### src/rtl/riu_pkg.sv
// Shared regfile-writeback definitions: register address width and the buffered load entry.
package riu_pkg;

    localparam int REG_AW = 5;
    localparam int NREGS  = 32;
    localparam int DATA_W = 32;

    typedef struct packed {
        logic [REG_AW-1:0] rd;
        logic [DATA_W-1:0] data;
        logic              kill;
    } wb_entry_t;

endpackage

### src/rtl/wb_arbiter_fifo.sv
// Circular load-writeback buffer with kill-by-rd so younger ALU writes can squash stale loads.
import riu_pkg::*;

module wb_fifo #(
    parameter int DEPTH = 2
) (
    input  logic                          clk,
    input  logic                          rst_n,
    input  logic                          push,
    input  wb_entry_t                     push_entry,
    input  logic                          pop,
    input  logic                          kill_en,
    input  logic [REG_AW-1:0]             kill_rd,
    output wb_entry_t                     head,
    output logic                          full,
    output logic                          empty,
    output logic [DEPTH-1:0]              entry_live,
    output logic [DEPTH-1:0][REG_AW-1:0]  entry_rd
);

    localparam int PW = (DEPTH > 1) ? $clog2(DEPTH) : 1;

    wb_entry_t [DEPTH-1:0] mem;
    logic      [DEPTH-1:0] vld;
    logic      [PW-1:0]    wptr, rptr;
    logic      [PW:0]      count;

    assign full  = (count == (PW+1)'(DEPTH));
    assign empty = (count == '0);
    assign head  = mem[rptr];

    always_comb begin
        for (int i = 0; i < DEPTH; i++) begin
            entry_live[i] = vld[i] && !mem[i].kill;
            entry_rd[i]   = mem[i].rd;
        end
    end

    always_ff @(posedge clk or negedge rst_n) begin
        if (!rst_n) begin
            mem   <= '0;
            vld   <= '0;
            wptr  <= '0;
            rptr  <= '0;
            count <= '0;
        end else begin
            // Kill is applied before the push so a same-cycle younger load stays live.
            for (int i = 0; i < DEPTH; i++)
                if (kill_en && vld[i] && mem[i].rd == kill_rd)
                    mem[i].kill <= 1'b1;
            if (pop) begin
                vld[rptr] <= 1'b0;
                rptr      <= rptr + PW'(1);
            end
            if (push) begin
                mem[wptr] <= push_entry;
                vld[wptr] <= 1'b1;
                wptr      <= wptr + PW'(1);
            end
            case ({push, pop})
                2'b10:   count <= count + (PW+1)'(1);
                2'b01:   count <= count - (PW+1)'(1);
                default: count <= count;
            endcase
        end
    end

endmodule

### src/rtl/wb_arbiter.sv
// Regfile write-port master: ALU writes win, buffered loads drain in order, pending mask for decode stalls.
import riu_pkg::*;

module wb_arbiter #(
    parameter int XLEN  = 32,
    parameter int DEPTH = 2
) (
    input  logic             clk,
    input  logic             rst_n,
    input  logic             alu_valid,
    input  logic [4:0]       alu_rd,
    input  logic [XLEN-1:0]  alu_data,
    input  logic             ld_valid,
    output logic             ld_ready,
    input  logic [4:0]       ld_rd,
    input  logic [XLEN-1:0]  ld_data,
    output logic             we,
    output logic [4:0]       writeaddr,
    output logic [XLEN-1:0]  writedata,
    output logic [NREGS-1:0] pending_mask
);

    logic                         alu_eff, push, pop, full, empty;
    wb_entry_t                    head, push_entry;
    logic [DEPTH-1:0]             entry_live;
    logic [DEPTH-1:0][REG_AW-1:0] entry_rd;

    assign alu_eff    = alu_valid && (alu_rd != '0);
    assign ld_ready   = !full;
    assign push       = ld_valid && ld_ready;
    assign pop        = !alu_eff && !empty;
    assign push_entry = '{rd: ld_rd, data: DATA_W'(ld_data), kill: 1'b0};

    wb_fifo #(.DEPTH(DEPTH)) u_fifo (
        .clk        (clk),
        .rst_n      (rst_n),
        .push       (push),
        .push_entry (push_entry),
        .pop        (pop),
        .kill_en    (alu_eff),
        .kill_rd    (alu_rd),
        .head       (head),
        .full       (full),
        .empty      (empty),
        .entry_live (entry_live),
        .entry_rd   (entry_rd)
    );

    always_ff @(posedge clk or negedge rst_n) begin
        if (!rst_n) begin
            we        <= 1'b0;
            writeaddr <= '0;
            writedata <= '0;
        end else if (alu_eff) begin
            we        <= 1'b1;
            writeaddr <= alu_rd;
            writedata <= alu_data;
        end else if (pop) begin
            // Killed or rd==0 entries still take the port for one cycle, just without a write.
            we        <= !head.kill && (head.rd != '0);
            writeaddr <= head.rd;
            writedata <= XLEN'(head.data);
        end else begin
            we        <= 1'b0;
        end
    end

    always_comb begin
        pending_mask = '0;
        for (int i = 0; i < DEPTH; i++)
            if (entry_live[i] && entry_rd[i] != '0)
                pending_mask[entry_rd[i]] = 1'b1;
    end

endmodule
### config.mk
export PLATFORM = sky130hd
export DESIGN_NAME = wb_arbiter
export DESIGN_NICKNAME = d
export VERILOG_FILES = /design/src/rtl/riu_pkg.sv /design/src/rtl/wb_arbiter_fifo.sv /design/src/rtl/wb_arbiter.sv
export SDC_FILE = /design/constraint.sdc
export NUM_CORES = 1
export LEC_CHECK = 0
export ABC_AREA = 1
export BUFFER_PORTS_ARGS = -buffer_cell sky130_fd_sc_hd__buf_2
export CORE_MARGIN = 8
export CORE_UTILIZATION = 30
export CTS_CLUSTER_SIZE = 20
export DETAILED_ROUTE_END_ITERATION = 16
export GPL_TIMING_DRIVEN = 0
export HOLD_SLACK_MARGIN = 0.06
export SLEW_MARGIN = 30
export SYNTH_ARGS = -nofsm -noshare
export SYNTH_HDL_FRONTEND = slang
export SYNTH_SLANG_ARGS = --single-unit
### constraint.sdc
create_clock -name clk -period 1.6 [get_ports clk]
set_input_delay 0 -clock clk [delete_from_list [all_inputs] [get_ports clk]]
set_output_delay 0 -clock clk [all_outputs]
set_load 0.005 [all_outputs]
==> metrics.txt <==
# clock sinks=between 100 and 150; vias after detailed routing=6,208; Clk Tree Root Cell=clkbuf_16; # rows=between 50 and 60; arrival time worst endpoint=1.69 ns; number of distinct library cells after synthesis=31; Clock Skew=0.00855 ns; Syn. warnings=0; violated checks=setup timing; die width=158 µm; Initial DRC Count=406; gr usage total=16.7%; routed len/inst=~15 µm; crit path launch=u_fifo.entry_rd[0]; most common cell after layout, fill and taps aside=nand2_1; Initial DRT Pass Iterations=5; gr ovfl total=0; share of the synthesized area in the top cell type=49.5%; cell taking the most area after synthesis=dfrtp_1; Setup CP Type=reg -> out; Worst Path Required=1.60 ns; critical register-to-register path startpoint=u_fifo.count[1]; core area=20,000 µm²; Slew Viols, Final=0; placed cell count=between 1,000 and 1,500; slack of the critical path=-0.0929 ns; Layout Area Growth over Synthesis=51.8%; FF/Latch Area=3010 µm²; final-stage net count=1,150; first-pass GRT wire length=roughly 33,000 µm; area of the multi-input gates=2830 µm²; Max Freq=0.591 GHz; vias in the first global route=6,387; Max H-tree Level=4; Post-Syn Area=6060 µm²; final hold vios=0; ranking of synthesized cells by area=dfrtp_1 50%, nand2_1 21%, o21ai_0 6.8%, nand3_1 4.1%, inv_1 4.0%; Vias/cell=4.59; worst-margin pin slew=0.583 ns; period utilization=106%; Hold Slack=around 0.12 ns; final setup vio count=29; final WL=between 20,000 and 25,000 µm; Clk pin slew, worst setup/hold paths=0.06 ns; post-route cell area=slightly above 9000 µm²; DP Area=7190 µm²; Layout Cells excl Fill=between 1,000 and 1,500; Die H=158 µm; Worst Hold Class=in -> async; Max-Cap Viols=0; gate count after technology mapping=between 700 and 800; Clock Path Buffers=2; share of layout cells above drive strength 1=between 30% and 40%; # port buffers=147; CP Max Fanout=8; Detailed Place HPWL=14,100 µm; fillcell total=2,030; Starting Density=30.3%; Slew Limit Headroom=about 60%; most frequent cells in the layout=330 x nand2_1, 159 x buf_2, 111 x dfrtp_1; power per cell area=1820 nW/µm²; largest net degree at the start of global routing=roughly 80; Synth Net Count=869; CTS Buf Count=17; final RePlAce weighted congestion=~0.82; Static Leak=approximately 4.6 nW; Mapped Avg Cell Area=7.67 µm²; Residual DRC=0; status=complete, but fails checks; flops & latches, synth=120; Top Ports=149; final worst path period need=1.69 ns; worst vdd ir=0.744 mV; Skew-Pair Late Insertion Delay=approximately 0.41 ns; initial antenna violation count=0; CP startpoint kind=flop; antenna diode count=0; Seq/Total Area, Yosys=49.5%; CTS tree=yes; post-route ant nets=0; full die area=25,000 µm²; CP Capture Type=output port; RSZ-0062 raised after global routing=yes
## path summary, 6_finish.rpt
check / slack (ns) / end / cells after the start
max in group asynchronous: 0.70 / u_fifo.mem[25] / 3
hold reg to reg: 0.47 / writedata[5] / 2
hold / removal: 0.12 / u_fifo.mem[32] / 3
min in group clk: 0.34 / writedata[3] / 4
setup / recovery: -0.09 / pending_mask[5] / 6
setup reg to reg: 0.08 / u_fifo.count[1] / 8
## power breakdown
| group | internal (W) | leakage [nW] | switching, W |
|---|---|---|---|
| Clock | 0.00255 | 0.296 | 0.00133 |
| Combinational | 0.00302 | 2.80 | 0.00461 |
| Sequential | 0.00444 | 1.47 | 0.000829 |
## routing by layer
layer / wire length (µm) / vias to the layer above / part of all wire, % / GRT usage, %
met2: 10000 / 162 / 49 / 28.4
met3: 1130 / 30 / 5.5 / 3.52
li1: - / 3063 / - / -
met5: 0 / - / 0 / 0
met1: 9010 / 2953 / 44 / 20.3
met4: 409 / 0 / 2.0 / 6.65
## kinds of logic after synthesis
group           count (synthesis)  synth area share [%]
fa+ha+maj                       1                 0.206
other cells                     1                0.0619
buf+inv                       105                  8.05
flops                         120                  49.5
compound gates                122                  10.9
simple gates                  436                  30.5
xor+xnor                        5                 0.723
## worst max-delay path, stage by stage, from the launching register on
cell	delay, ns
dfrtp_2	0.45
inv_4	0.07
nor4_4	0.28
buf_6	0.18
nand2_1	0.08
o21ai_2	0.08
buf_2	0.14
## through the flow
step	setup slack, ns	util [%]	total power, W	TNS [ns]
after global routing	-0.190	45.9	0.0181	-3.96
after floorplan	0.0683	-	0.00907	0
after detailed placement	-0.129	35.9	0.0113	-0.129
final	-0.0929	45.9	0.0168	-1.35
after global placement	-1.17	35.7	0.0112	-138.83
after CTS	-0.0899	44.8	0.0163	-1.58
## sequential cells by signal, indices dropped and copies added, names as in the netlist
signal,flops
u_fifo.mem,66
writedata,32
u_fifo.entry_rd,10
writeaddr,5
u_fifo.count,2
u_fifo.vld,2
u_fifo.rptr,1
u_fifo.wptr,1
we,1
## repair_timing
item	in CTS	in global routing
setup buffers	20	14
gates resized for setup	81	39
endpoints found under the setup margin	32	55
pin swaps	18	18
hold endpoints to repair	237	0
cloned	0	0
hold buffers	81	0
## area by class of cell
| class | count | share of cell area [%] |
|---|---|---|
| inverter | 71 | 3.45 |
| timing repair buffer | 263 | 20.5 |
| clock inverter | 9 | 1.33 |
| clock buffer | 22 | 5.15 |
| tap | 270 | 3.67 |
| sequential | 120 | 32.7 |
| multi-input combinational | 565 | 30.8 |
| buffer | 33 | 2.35 |
## Yosys cell counts
library cell and number:
nand2_1 346, dfrtp_1 120, o21ai_0 82, inv_1 64, nand3_1 50, o21ai_1 18, buf_2 14, nor3_1 14
nor2_1 10, o21ai_2 10, buf_4 7, clkbuf_1 7, a21oi_1 6, buf_6 6, inv_2 5, nand2_4 4
o21a_1 4, nand4_1 3, nor4_4 3, xnor2_1 3, inv_4 2, nand3_2 2, xor2_1 2, conb_1 1
ha_1 1, nand2_2 1, nor2_2 1, nor2_4 1, nor2_8 1, o211ai_1 1, o31ai_1 1
(Power assumes the default switching activity.)
